==> src/rtl/secuenciador_tabla_verdad.sv <==
// ---------------------------------------------------------------------------
// secuenciador_tabla_verdad
//
// Self-test sequencer for the two-input gate unit. After a start request it
// drives the four {A,B} combinations, captures the seven gate outputs for
// each, then streams one 4-bit truth table per gate over a valid/ready
// handshake. Every gate whose table differs from the golden value is flagged.
//
// Parameters:
//   ESPERA           cycles each combination is held before sampling (1..15)
//
// Ports:
//   clk              system clock, rising edge
//   rst_n            asynchronous active-low reset
//   inicio           start request, accepted only in IDLE or FIN
//   entradaA/B       operands driven to the gate unit (0 outside APLICAR)
//   resultados[6:0]  gate outputs: AND,NAND,OR,NOR,NOT-A,XOR,XNOR (bit 0..6)
//   tabla_valid      table on tabla_dato/tabla_compuerta is valid
//   tabla_ready      consumer accepts the presented table
//   tabla_dato[3:0]  truth table, bit k = output for {A,B} = k
//   tabla_compuerta  gate index 0..6 of the presented table
//   ocupado          sequence in progress (APLICAR or ENTREGAR)
//   hecho            one-cycle completion pulse
//   error            OR of error_mask
//   error_mask[6:0]  sticky per-gate mismatch flags, cleared on accepted start
// ---------------------------------------------------------------------------
module secuenciador_tabla_verdad #(
    parameter int ESPERA = 2
) (
    input  logic       clk,
    input  logic       rst_n,
    input  logic       inicio,
    output logic       entradaA,
    output logic       entradaB,
    input  logic [6:0] resultados,
    output logic       tabla_valid,
    input  logic       tabla_ready,
    output logic [3:0] tabla_dato,
    output logic [2:0] tabla_compuerta,
    output logic       ocupado,
    output logic       hecho,
    output logic       error,
    output logic [6:0] error_mask
);

    localparam logic [1:0] IDLE     = 2'd0;
    localparam logic [1:0] APLICAR  = 2'd1;
    localparam logic [1:0] ENTREGAR = 2'd2;
    localparam logic [1:0] FIN      = 2'd3;

    // Golden tables, gate g in bits [4g+3:4g]: XNOR,XOR,NOT-A,NOR,OR,NAND,AND.
    localparam logic [27:0] GOLDEN = {4'h9, 4'h6, 4'h3, 4'h1, 4'hE, 4'h7, 4'h8};

    localparam logic [3:0] ULTIMA_ESPERA = 4'(ESPERA - 1);

    logic [1:0]      estado;
    logic [1:0]      k;
    logic [3:0]      espera_cnt;
    logic [2:0]      g;
    logic [6:0][3:0] tablas;
    logic [6:0][3:0] tablas_next;
    logic [6:0]      mask_next;

    // Tables with the current combination's outputs merged in; on the last
    // combination these are the completed tables compared against golden.
    // NOTE: always_comb uses blocking '=' with a default assignment first so
    // every path assigns every bit and no latch is inferred.
    always_comb begin
        tablas_next = tablas;
        mask_next   = '0;
        for (int i = 0; i < 7; i++) begin
            tablas_next[i][k] = resultados[i];
            mask_next[i]      = (tablas_next[i] != GOLDEN[i*4 +: 4]);
        end
    end

    // NOTE: sequential state uses non-blocking '<='; the capture registers are
    // a handful of flops, so they are reset along with everything else.
    always_ff @(posedge clk or negedge rst_n) begin
        if (!rst_n) begin
            estado     <= IDLE;
            k          <= '0;
            espera_cnt <= '0;
            g          <= '0;
            tablas     <= '0;
            error_mask <= '0;
        end else begin
            case (estado)
                IDLE, FIN: begin
                    // FIN accepts a start exactly like IDLE does.
                    if (inicio) begin
                        estado     <= APLICAR;
                        k          <= '0;
                        espera_cnt <= '0;
                        g          <= '0;
                        tablas     <= '0;
                        error_mask <= '0;
                    end else begin
                        estado <= IDLE;
                    end
                end
                APLICAR: begin
                    if (espera_cnt == ULTIMA_ESPERA) begin
                        espera_cnt <= '0;
                        tablas     <= tablas_next;
                        k          <= k + 2'd1;
                        if (k == 2'd3) begin
                            // Mask is updated here so it is valid together
                            // with the first tabla_valid.
                            estado     <= ENTREGAR;
                            g          <= '0;
                            error_mask <= mask_next;
                        end
                    end else begin
                        espera_cnt <= espera_cnt + 4'd1;
                    end
                end
                ENTREGAR: begin
                    if (tabla_ready) begin
                        if (g == 3'd6) begin
                            estado <= FIN;
                            g      <= '0;
                        end else begin
                            g <= g + 3'd1;
                        end
                    end
                end
                default: estado <= IDLE;
            endcase
        end
    end

    // All outputs decode directly from registers, so an asynchronous reset
    // drives them to 0 in the same cycle.
    assign entradaA        = (estado == APLICAR) & k[1];
    assign entradaB        = (estado == APLICAR) & k[0];
    assign tabla_valid     = (estado == ENTREGAR);
    assign tabla_dato      = tabla_valid ? tablas[g] : 4'd0;
    assign tabla_compuerta = tabla_valid ? g : 3'd0;
    assign ocupado         = (estado == APLICAR) | (estado == ENTREGAR);
    assign hecho           = (estado == FIN);
    assign error           = |error_mask;

endmodule

==> config.mk <==
export PLATFORM = sky130hd
export DESIGN_NAME = secuenciador_tabla_verdad
export DESIGN_NICKNAME = d
export VERILOG_FILES = /design/src/rtl/secuenciador_tabla_verdad.sv
export SDC_FILE = /design/constraint.sdc
export NUM_CORES = 1
export LEC_CHECK = 0
export ABC_CLOCK_PERIOD_IN_PS = 5200
export BUFFER_PORTS_ARGS = -buffer_cell sky130_fd_sc_hd__buf_4
export CAP_MARGIN = 20
export CORE_MARGIN = 5
export CORE_UTILIZATION = 60
export DETAILED_ROUTE_END_ITERATION = 8
export GPL_ROUTABILITY_DRIVEN = 0
export HOLD_SLACK_MARGIN = 0.15
export PLACE_DENSITY = 0.81
export SLEW_MARGIN = 20
export SYNTH_ARGS = -nofsm -noshare
export SYNTH_HDL_FRONTEND = slang
export SYNTH_SLANG_ARGS = --single-unit
==> constraint.sdc <==
create_clock -name clk -period 5.2 [get_ports clk]
set_input_delay 0.52 -clock clk [delete_from_list [all_inputs] [get_ports clk]]
set_output_delay 0.52 -clock clk [all_outputs]
set_load 0.01 [all_outputs]
; ---- Word level (Yosys, flattened, before mapping)
; Cells that the tools add are included.
[totals]
reg_bits = 46
elab_cells = 87
in_bits = 11
out_inout_bits = 20
[op_classes]
addsub = 3
order_cmp = 3
n_mux = 38
eq_ne = 18
reduce_logical = 10
bitwise = 3
[op_table]
columns = op, count
row1 = $mux 28, 2
row2 = $pmux 28 s2, 1
row3 = $bwmux 4, 7
row4 = $mux 7, 3
row5 = $mux 3, 6
row6 = $mux 4, 4
row7 = $pmux 7 s2, 1
row8 = $bmux 4 s3, 1
row9 = $mux 2, 6
row10 = $ne 4x4->1 const B, 3
row11 = $reduce_and 4->1, 3
row12 = $pmux 3 s3, 1
row13 = $ne 4x3->1 const B, 2
row14 = $pmux 4 s2, 1
row15 = $reduce_or 7->1, 1
row16 = $eq 2x2->1 const B, 3
row17 = $ne 2x2->1 const B, 3
row18 = $pmux 2 s3, 1
row19 = $add 4x1->4 const B, 1
row20 = $eq 4x1->1 const B, 1
row21 = $lt 3x4->1 const B, 1
row22 = $ne 2x1->1 const B, 2
row23 = $ne 4x1->1 const B, 1
row24 = $ne 4x2->1 const B, 1
row25 = 17 further kinds, 19

; ---- Depth between registers and ports, before layout
; Gate-level depths: netlist of the first run.
[logic_depth]
depth_word = 9
ltp_mapped = 9
ltp_nobuf = 6

; ---- Worst setup path before layout of the first run
; Ideal clock, no wire load.
[synth_path]
kind = register -> register
start = register estado[0]
end = register tablas[10] in the netlist's numbering
path_slack_ns = 3.180
setup_ns = 0.121
t_required_ns = 5.079
period_less_slack_ns = 2.020
n_path_buf = 3
arrival_ns = 1.899
stages_incl_launch_ff = 10
path_cell_list = dfrtp_1 inv_1 ha_1 clkbuf_1 mux2i_1 a21o_1 buf_6 buf_6 o22ai_1 a22o_1
[synth_via]
elab_chain_len = 4
word_cells_on_any_way = 9
cone_classes = eq/ne (4) / mux (1) / reduce/logical (4)
[synth_rtl]
columns = element, line
row1 = start: declaration, 56  ; logic [1:0] estado;
row2 = start signal: assignment, 81  ; estado <= IDLE;
row3 = start signal: assignment, 92  ; estado <= APLICAR;
row4 = start signal: assignment, 99  ; estado <= IDLE;
row5 = $eq 2x2->1 / $logic_not 2->1 (equally long branches), 88  ; case (estado)
row6 = $reduce_or 2->1, 88
row7 = $ne 2x2->1 (no source line) / $reduce_bool 2->1 (equally long branches), -
row8 = $reduce_and 3->1 (no source line), -
row9 = end signal: assignment, 105  ; tablas <= tablas_next;
row10 = end: declaration, 60  ; logic [6:0][3:0] tablas;
; Several ways; a longest one is shown, not always the timed one.
; A chain may end at the register's enable or synchronous reset.

; ---- Worst setup path after layout of the first run
[layout_path]
start = register g[0]
end = output tabla_dato[0]
[layout_via]
elab_chain_len = 3
[layout_rtl]
columns = element, line
row1 = start: declaration, 59  ; logic [2:0] g;
row2 = start signal: assignment, 124  ; g <= g + 3'd1;
row3 = $bmux 4 s3, 138  ; assign tabla_dato = tabla_valid ? tablas[g] : 4'd0;
row4 = $mux 4 (not written as such), 138
row5 = $mux 4, 138
row6 = end: declaration, 38  ; output logic [3:0] tabla_dato,
; Every way passes these cells. The select of a mux whose other input is x is not followed.

==> qor.yml, run 1 <==
place:
  port_buffers: 30
  placed_area_um2: 3144
  placedCellCount: 400
  dp_hpwl_um: 4930
  place_ws_ps: 2648
critical_path:
  slowest_delay_ps: 790
  worstPathArrival_ps: 2090
  crit_start: "g[0]"
  critical_path_required_ps: 4680
  r2r-start: "estado[1]"
  start_kind: "flip-flop"
  cpLargestDelayFamily: "flip-flops"
  criticalPathCategory: "flip-flop to primary output"
  cp_max_fo: 15
  cp_cell_sequence: "mux4_2, o211a_1, buf_4"
  endpoint_kind: "primary output"
  crit_slowest_cell: "dfrtp_1"
  critPathBufInv: 1
pwr:
  powerDensity_nw_per_um2: 527.6
  p_int_mw: 0.9083
  p_sw_frac: 0.4664
  switchingPower_mw: 0.7940
  clockPowerShare: 0.129
  power_frac_comb: 0.524
  p_seq_frac: 0.347
  power_mw: 1.702
  p_leak_nw: 1.446
  vdd_drop_max_uv: 290.5
clock_tree:
  cts_hold_buffers: 0
  clkTransAtPathRegs_ps: 80
  cts_buffers: 5
  cts_root_buf: "clkbuf_8"
  post_cts_resized: 0
  clk_latency_ps: 300
  cts_max_path_buffers: 2
  htreeDepth: 2
  cts_sinks: 46
  cts_setup_buffers: 0
  tritoncts: "done"
yosys:
  netlist_area_um2: 2964
  syn-num-nets: 349
  synth_edf_count: 0
  synthFlopType: "dfrtp_1"
  synth_area_leaders: "dfrtp_1 39%, o21ai_0 5.7%, nand2_1 4.8%, a22o_1 4.7%, ha_1 4.6%"
  syn_inst: 327
  seq_area_frac_synth: 0.3883
  ys.warnings.count: 0
  ys_ff_latch: 46
  yosys.area.top_type: "dfrtp_1"
  async_flop_share: 1.000
  synth_top_area_share: 0.3883
  ys_types: 47
  synth.avg_cell_area_um2: 9.065
cells_and_area:
  design_area_um2: 3227
  drive_above_1_share: 0.1416
  syn2layout_area_growth_pct: 8.864
  nets: 362
  antenna_cells: 0
  instances_no_fill: 406
die:
  start_util: 0.6234
  die_y_um: 80.29
  core_area_um2: 4755
  placementRows: 25
  io_pins: 31
  die_w_um: 80.29
  dieArea_um2: 6446
routing:
  vias_per_cell: 6.384
  wire_per_inst_um: 17.68
  vias: 2592
  first_iter_violations: 249
  wl_um: 7177
  wl_met1_um: 3269
  top_layer: "met4"
  met2_wirelength_um: 3384
  ant_nets: 0
  wl_met3_um: 445
  first_pass_iters: 5
  route.detailed.drc: 0
timing:
  tns_ps: 0
  finalCritPeriodShare: 0.5024
  slew-limit-headroom: 0.4495
  drv_slew: 0
  max_freq_mhz: 382.8
  skew_ps: 7.203
  worst_slack_ps: 2588
  hold_viol_final: 0
  setup_violations: 0
  tightest_slew_ps: 825.7
  layout_min_cycle_time_ps: 2612
  rsz0062_at_grt: "no"
global_route:
  grt_max_degree: 56
  grt_pass1_vias: 2399
  antenna_found_initial: 0
  grt.total_usage: 0.2411
  grt_pass1_wl_um: 12100
  gr-total-overflow: 0
outcome:
  status: "completed"
min_path:
  hp-class: "input port to asynchronous set/reset pin"
job:
  maxCapViolCount: 0
## worst reg2reg max path, stage by stage, from the launching register on
cell and delay, ps:
dfrtp_1 420, inv_1 110, ha_1 660, mux2i_1 300, a21oi_2 560, nand3_1 270, o21ai_1 210
## area by class of cell
| type | count | area [um^2] |
|---|---|---|
| tap | 67 | 83.83 |
| timing repair buffer | 32 | 240.2 |
| inverter | 13 | 48.80 |
| multi-input combinational | 242 | 1620 |
| clock buffer | 6 | 82.58 |
| fill | 386 | 1528 |
| sequential | 46 | 1151 |
## through the flow
step	hold WS (ps)	utilization
3_5_place_dp	499.1	0.6613
5_1_grt	263.3	0.6787
4_1_cts	231.4	0.6787
3_3_place_gp	488.5	0.6613
2_1_floorplan	224.4	-
6_report	214.9	0.6787
## final timing paths
path / end / slack (ps) / cells after the start
max: tabla_dato[0] / 2590 / 3
min: g[1] / 210 / 1
max reg2reg: error_mask[6] / 2600 / 6
min reg2reg: tablas[1] / 520 / 2
max in group asynchronous: error_mask[2] / 4580 / 1
min in group clk: tablas[22] / 510 / 3
## layer usage
metal	vias to the layer above	track usage
met5	-	0
met3	9	0.04148
met4	0	0.07264
met1	1283	0.3627
met2	89	0.3526
li1	1211	-
## logic make-up (layout without fill, tap and decap cells)
family,Yosys count,count (layout),synth area share
DFF,46,46,0.3883
buffers and inverters,39,51,0.06500
muxes,12,12,0.05741
and+or+nand+nor,115,115,0.2018
adders and majority gates,11,11,0.04643
AOI/OAI and AO/OA,103,103,0.2381
xor gates and xnor gates,1,1,0.002955
## registers in the layout (all words and copies together), names as in the netlist
signal      count
espera_cnt      4
tablas         28
estado          2
error_mask      7
g               3
k               2
## cell usage after synthesis (8+ instances only)
cell / number
a22o_1: 16
nand2_1: 38
o21ai_0: 34
o21ai_1: 8
clkbuf_1: 15
inv_1: 13
nor2_1: 11
ha_1: 11
nand3_1: 11
dfrtp_1: 46
nor2b_1: 17
mux2i_1: 8
nand2b_1: 10
## power groups by stage
stage	Clock [mW]	Combinational (mW)	Sequential [mW]
floorplan	0	0.751	0.538
global placement	0	0.869	0.589
detailed placement	0	0.881	0.595
CTS	0.224	0.885	0.588
global route	0.240	0.989	0.608
finish	0.220	0.892	0.590
## placed cells by master (no fill, tap or decap), types with 6 or more instances in the layout
cell type / instances
o22ai_1: 7
nand2_1: 38
nand2b_1: 10
o21ai_0: 34
o211ai_1: 7
a22o_1: 16
dfrtp_1: 46
clkbuf_8: 6
nor2_1: 11
mux2i_1: 8
nor2b_1: 17
inv_1: 13
ha_1: 11
buf_4: 32
o21ai_1: 8
nand3_1: 11
nor3_1: 6
Note: power is estimated with default switching activity, not from simulation.
==> inputs of run 2 (changes only) <==
--- a/config.mk
+++ b/config.mk
@@ -5,15 +5,15 @@
 export SDC_FILE = /design/constraint.sdc
 export NUM_CORES = 1
 export LEC_CHECK = 0
-export ABC_CLOCK_PERIOD_IN_PS = 5200
+export ABC_CLOCK_PERIOD_IN_PS = 2500
 export BUFFER_PORTS_ARGS = -buffer_cell sky130_fd_sc_hd__buf_4
 export CAP_MARGIN = 20
 export CORE_MARGIN = 5
-export CORE_UTILIZATION = 60
+export CORE_UTILIZATION = 59
 export DETAILED_ROUTE_END_ITERATION = 8
 export GPL_ROUTABILITY_DRIVEN = 0
 export HOLD_SLACK_MARGIN = 0.15
-export PLACE_DENSITY = 0.81
+export PLACE_DENSITY = 0.8
 export SLEW_MARGIN = 20
 export SYNTH_ARGS = -nofsm -noshare
 export SYNTH_HDL_FRONTEND = slang
==> constraint.sdc (replaced) <==
create_clock -name clk -period 2.5 [get_ports clk]
set_input_delay 0.25 -clock clk [delete_from_list [all_inputs] [get_ports clk]]
set_output_delay 0.25 -clock clk [all_outputs]
set_load 0.01 [all_outputs]
==> run 2 against run 1 <==
Effect of this change:
- sequential share of layout area is 0.98 points lower
- clock power grew to 2.6 times the previous value
- core utilization is 1.5 points higher
- hold slack better by 2.5 ps
- combinational power is 120% higher
- non-clock buffer count is 6 higher
- worst setup slack worse by 2300 ps
- largest cell class unchanged
==> qor.yml, run 2 (same netlist as run 1, synthesis figures left out) <==
outcome:
  status: "completed"  # unchanged
global_route:
  grt_max_degree: 56  # unchanged
  grt_pass1_wl_um: 11990  # was 12,100 um
  grt_pass1_vias: 2401  # was 2,399
  antenna_found_initial: 0  # unchanged
  grt.total_usage: 0.2362  # was 0.2411
  gr-total-overflow: 0  # unchanged
timing:
  slew-limit-headroom: 0.4537  # was 0.4495
  tightest_slew_ps: 819.4  # was 825.7 ps
  rsz0062_at_grt: "no"  # unchanged
  layout_min_cycle_time_ps: 2234
  skew_ps: 4.172  # was 7.203 ps
  max_freq_mhz: 447.6
  tns_ps: 0  # unchanged
  fin_hold_ws_ps: 217.4  # was 214.9 ps
  finalCritPeriodShare: 0.8936
  setup_violations: 0  # unchanged
  worst_slack_ps: 266.1  # was 2588 ps
  hold_viol_final: 0  # unchanged
  drv_slew: 0  # unchanged
job:
  maxCapViolCount: 0  # unchanged
die:
  dieArea_um2: 6542  # was 6446 um^2
  die_y_um: 80.88  # was 80.29 um
  die_w_um: 80.88  # was 80.29 um
  start_util: 0.6193  # was 0.6234
  io_pins: 31  # unchanged
  core_area_um2: 4786  # was 4755 um^2
  placementRows: 25  # unchanged
critical_path:
  criticalPathCategory: "flip-flop to flip-flop"  # was flip-flop to primary output
  crit_slowest_cell: "a21oi_2"  # was dfrtp_1
  cp_max_fo: 14  # was 15
  slowest_delay_ps: 580  # was 790 ps
  endpoint_kind: "flip-flop"  # was primary output
  cp_cell_sequence: "ha_1, or3b_1, a21oi_2, nand3_1, o21ai_1"  # was mux4_2, o211a_1, buf_4
  critical_path_required_ps: 2730  # was 4680 ps
  start_kind: "flip-flop"  # unchanged
  worstPathArrival_ps: 2470  # was 2090 ps
clock_tree:
  post_cts_resized: 0  # unchanged
  tritoncts: "done"  # unchanged
  cts_setup_buffers: 0  # unchanged
  htreeDepth: 2  # unchanged
  cts_buffers: 5  # unchanged
  cts_max_path_buffers: 2  # unchanged
  clkTransAtPathRegs_ps: 90  # was 80 ps
  clk_latency_ps: 310  # was 300 ps
  cts_root_buf: "clkbuf_8"  # unchanged
  cts_sinks: 46  # unchanged
cells_and_area:
  largest_reg_flops: 28  # unchanged
  seq_area_um2: 1151  # unchanged
  instances_no_fill: 414  # was 406
  nets: 368  # was 362
  fillers: 380  # was 386
  utilization: 0.6933  # was 0.6787
  mostFrequentLayoutCell: "dfrtp_1"  # unchanged
  regMostFlops: "tablas"  # unchanged
  syn2layout_area_growth_pct: 11.95  # was 8.864%
  mostFrequentLayoutCells: "46 x dfrtp_1, 38 x nand2_1, 36 x buf_4"  # was 46 x dfrtp_1, 38 x nand2_1, 34 x o21ai_0
  antenna_cells: 0  # unchanged
  multi_input_area_um2: 1620  # unchanged
  largestRegisters: "tablas x28, error_mask x7, espera_cnt x4"  # unchanged
  drive_above_1_share: 0.1585  # was 0.1416
  design_area_um2: 3318  # was 3227 um^2
routing:
  wl_um: 7242  # was 7177 um
  vias: 2566  # was 2,592
  first_iter_violations: 237  # was 249
  wire_per_inst_um: 17.49  # was 17.68 um
  ant_nets: 0  # unchanged
  vias_per_cell: 6.198  # was 6.384
  first_pass_iters: 5  # unchanged
  route.detailed.drc: 0  # unchanged
min_path:
  hp-class: "input port to flip-flop"  # was input port to asynchronous set/reset pin
pwr:
  vdd_drop_max_uv: 793.8  # was 290.5 uV
  p_leak_nw: 1.488  # was 1.446 nW
  powerDensity_nw_per_um2: 1130  # was 527.6 nW/um^2
  power_mw: 3.750  # was 1.702 mW
place:
  placed_area_um2: 3194  # was 3144 um^2
  port_buffers: 30  # unchanged
  dp_hpwl_um: 4993  # was 4930 um
  place_ws_ps: 318.6  # was 2648 ps
  placedCellCount: 405  # was 400
-- run 2: cell count changes in the layout (fill, tap and decap cells not counted), sizes merged --
| cell | before | now |
|---|---|---|
| clkbuf | 6 | 5 |
| clkinvlp | 0 | 2 |
| dlygate4sd3 | 0 | 1 |
| bufinv | 0 | 1 |
| buf | 32 | 37 |
-- run 2: final timing paths --
path	depth (start not counted)	end	slack, ps	startpoint
min in group asynchronous	2	g[1]	480	rst_n
max reg2reg	5	error_mask[2]	270	espera_cnt[0]
min	3	tablas[22]	220	resultados[5]
max	5	error_mask[2]	270	espera_cnt[0]
min reg2reg	2	tablas[27]	510	tablas[27]
max in group asynchronous	2	espera_cnt[0]	1610	rst_n
-- run 2: cell type report --
cell class | instances | share of cell area
multi-input cells | 242 | 0.4883
flip-flops and latches | 46 | 0.3469
repair buffers | 38 | 0.09050
well taps | 67 | 0.02526
clock buffers | 5 | 0.02074
inverters | 13 | 0.01471
clock inverters | 3 | 0.01357
-- run 2: metal layers --
metal / wire [um] / share of wire / global-route usage
met4: 117 / 0.016 / 0.07095
met2: 3357 / 0.46 / 0.3604
met5: 0 / 0 / 0
met1: 3243 / 0.45 / 0.3355
met3: 524 / 0.072 / 0.05322
-- run 2: power breakdown --
part | switching [mW] | leakage [nW] | internal (mW) | total (mW)
combinational | 1.17 | 0.807 | 0.789 | 1.96
sequential | 0.264 | 0.631 | 0.952 | 1.22
clock | 0.276 | 0.0504 | 0.298 | 0.574
total | 1.71 | 1.49 | 2.04 | 3.75
-- run 2: repair_timing --
action | 4_1_cts | 5_1_grt
endpoints found under the setup margin | 0 | 0
hold buffers | 1 | 0
hold endpoints to repair | 46 | 0
-- run 2: critical path: cells and delay by family, from the launching register on --
kind                     cells  cell delay (ps)
AND/OR/NAND/NOR              2              740
adder cells (fa/ha/maj)      1              170
AO/OA/AOI/OAI                2              800
flip-flops                   1              450
==> inputs of run 3 (changes only) <==
--- a/config.mk
+++ b/config.mk
@@ -5,15 +5,16 @@
 export SDC_FILE = /design/constraint.sdc
 export NUM_CORES = 1
 export LEC_CHECK = 0
-export ABC_CLOCK_PERIOD_IN_PS = 2500
+export ABC_CLOCK_PERIOD_IN_PS = 1900
 export BUFFER_PORTS_ARGS = -buffer_cell sky130_fd_sc_hd__buf_4
 export CAP_MARGIN = 20
+export CORE_ASPECT_RATIO = 1.75
 export CORE_MARGIN = 5
-export CORE_UTILIZATION = 59
+export CORE_UTILIZATION = 53
 export DETAILED_ROUTE_END_ITERATION = 8
 export GPL_ROUTABILITY_DRIVEN = 0
 export HOLD_SLACK_MARGIN = 0.15
-export PLACE_DENSITY = 0.8
+export PLACE_DENSITY = 0.76
 export SLEW_MARGIN = 20
 export SYNTH_ARGS = -nofsm -noshare
 export SYNTH_HDL_FRONTEND = slang
==> constraint.sdc (replaced) <==
create_clock -name clk -period 1.9 [get_ports clk]
set_input_delay 0.19 -clock clk [delete_from_list [all_inputs] [get_ports clk]]
set_output_delay 0.19 -clock clk [all_outputs]
set_load 0.01 [all_outputs]
==> run 3 against run 2 <==
Effect of this change:
- the flow now finishes with violations (setup timing)
- clock-buffer cell count rose by 2
- sequential cell count did not move
- core utilization fell by 2.7 points
- register-to-register slack got worse by 190 ps
- wire length rose by 8.4%
- final cell count rose by 8.9%
- non-clock buffer count rose by 28
- largest power group unchanged
- highest routed layer unchanged
==> qor.yml, run 3 (same netlist as run 1, synthesis figures left out) <==
cells_and_area:
  design_area_um2: 3664  # was 3318 um^2
  largestRegisters: "tablas x28, error_mask x7, espera_cnt x4"  # unchanged
  syn2layout_area_growth_pct: 23.60  # was 11.95%
  seq_area_um2: 1152  # was 1151 um^2
  regMostFlops: "tablas"  # unchanged
  mostFrequentLayoutCell: "buf_4"  # was dfrtp_1
  drive_above_1_share: 0.2640  # was 0.1585
  instances_no_fill: 451  # was 414
  multi_input_area_um2: 1702  # was 1620 um^2
  antenna_cells: 0  # unchanged
  largest_reg_flops: 28  # unchanged
  nets: 396  # was 368
  mostFrequentLayoutCells: "54 x buf_4, 45 x dfrtp_1, 38 x nand2_1"  # was 46 x dfrtp_1, 38 x nand2_1, 36 x buf_4
  fillers: 460  # was 380
critical_path:
  start_kind: "flip-flop"  # unchanged
  critical_path_required_ps: 1710  # was 2730 ps
  criticalPathCategory: "flip-flop to primary output"  # was flip-flop to flip-flop
  worstPathArrival_ps: 1720  # was 2470 ps
  endpoint_kind: "primary output"  # was flip-flop
  reg2reg_depth: 8  # was 5
  r2r-start: "estado[1]"  # was espera_cnt[0]
  crit_start: "g[0]"  # was espera_cnt[0]
  cp_max_fo: 5  # was 14
outcome:
  status: "finished with violations"  # was completed
  failed_checks: "setup timing"
die:
  die_y_um: 108.9  # was 80.88 um
  io_pins: 31  # unchanged
  start_util: 0.5394  # was 0.6193
  dieArea_um2: 7247  # was 6542 um^2
  die_w_um: 66.53  # was 80.88 um
  core_area_um2: 5495  # was 4786 um^2
  placementRows: 36  # was 25
min_path:
  hold_depth: 3  # unchanged
  hp-class: "input port to flip-flop"  # unchanged
  holdCritStartpoint: "resultados[5]"  # unchanged
pwr:
  powerDensity_nw_per_um2: 1540  # was 1130 nW/um^2
  vdd_drop_max_uv: 1034  # was 793.8 uV
  power_mw: 5.641  # was 3.750 mW
  p_leak_nw: 1.644  # was 1.488 nW
timing:
  drv_slew: 0  # unchanged
  layout_min_cycle_time_ps: 1907
  finalCritPeriodShare: 1.003
  skew_ps: 1.774  # was 4.172 ps
  tightest_slew_ps: 592.1  # was 819.4 ps
  hold_viol_final: 0  # unchanged
  worst_slack_ps: -6.631  # was 266.1 ps
  max_freq_mhz: 524.5
  setup_violations: 2  # was 0
  rsz0062_at_grt: "yes"  # was no
  slew-limit-headroom: 0.6053  # was 0.4537
global_route:
  grt_max_degree: 47  # was 56
  grt_pass1_vias: 2646  # was 2,401
  antenna_found_initial: 0  # unchanged
  grt_pass1_wl_um: 12540  # was 11,990 um
  gr-total-overflow: 0  # unchanged
  grt.total_usage: 0.2255  # was 0.2362
clock_tree:
  cts_root_buf: "clkbuf_8"  # unchanged
  clk_latency_ps: 310  # about the same
  clkTransAtPathRegs_ps: 80  # was 90 ps
  cts_buffers: 5  # unchanged
  htreeDepth: 2  # unchanged
  tritoncts: "done"  # unchanged
  cts_max_path_buffers: 2  # unchanged
  cts_sinks: 46  # unchanged
routing:
  wl_met3_um: 330  # was 524 um
  ant_nets: 0  # unchanged
  wire_per_inst_um: 17.41  # was 17.49 um
  route.detailed.drc: 0  # unchanged
  wl_um: 7851  # was 7242 um
  first_pass_iters: 4  # was 5
  met2_wirelength_um: 4186  # was 3357 um
  first_iter_violations: 174  # was 237
  vias: 2666  # was 2,566
  top_layer: "met4"  # unchanged
  vias_per_cell: 5.911  # was 6.198
  wl_met1_um: 3005  # was 3243 um
place:
  port_buffers: 30  # unchanged
  placedCellCount: 437  # was 405
  dp_hpwl_um: 5608  # was 4993 um
  placed_area_um2: 3395  # was 3194 um^2
job:
  maxCapViolCount: 0  # unchanged
-- run 3: timing repair --
action                                  CTS  global route
endpoints found under the hold margin    46             0
hold buffers                              1             0
endpoints found under the setup margin    6            40
resized for setup                         8            25
cloned                                    0             1
setup buffers                             0             4
pin swaps                                 0             2
-- run 3: critical path: stages (launching register included) --
cell,delay (ps)
dfrtp_2,470
mux4_2,580
o211a_1,240
buf_6,120
-- run 3: per-layer routing --
layer | global-route usage | up-vias
li1 | - | 1278
met1 | 0.2513 | 1296
met5 | 0 | -
met3 | 0.04639 | 22
met2 | 0.3916 | 70
met4 | 0.1235 | 0
-- run 3: per-stage QoR --
step,hold WS (ps),setup TNS [ps],setup WS (ps),utilization
after CTS,167.8,-39.35,-22.06,0.6405
after floorplan,-105.6,0,17.30,-
final,172.5,-10.75,-6.631,0.6667
after global routing,186.8,-191.5,-47.50,0.6667
after global placement,231.2,0,61.92,0.6177
after detailed placement,234.6,-19.14,-19.14,0.6177
-- run 3: final timing paths --
path	to	slack, ps
setup reg to reg	tablas[23]	80
hold / removal	tablas[22]	170
min in group asynchronous	tablas[6]	410
setup / recovery	tabla_dato[3]	-7
hold reg to reg	tablas[1]	520
max in group asynchronous	g[0]	1040
-- run 3: final cells by class --
cell class                      count  area share
Clock buffer                        7     0.02357
Tap cell                           76     0.02596
Sequential cell                    46      0.3146
Inverter                           13     0.01332
Multi-Input combinational cell    242      0.4645
Timing Repair Buffer               66      0.1568
Clock inverter                      1    0.001366
-- run 3: power breakdown --
group	internal, mW	switching (mW)	total (mW)	leakage, nW
clock	0.294	0.335	0.629	0.0482
combinational	1.64	1.82	3.46	0.966
sequential	1.26	0.302	1.56	0.630
total	3.19	2.46	5.64	1.64
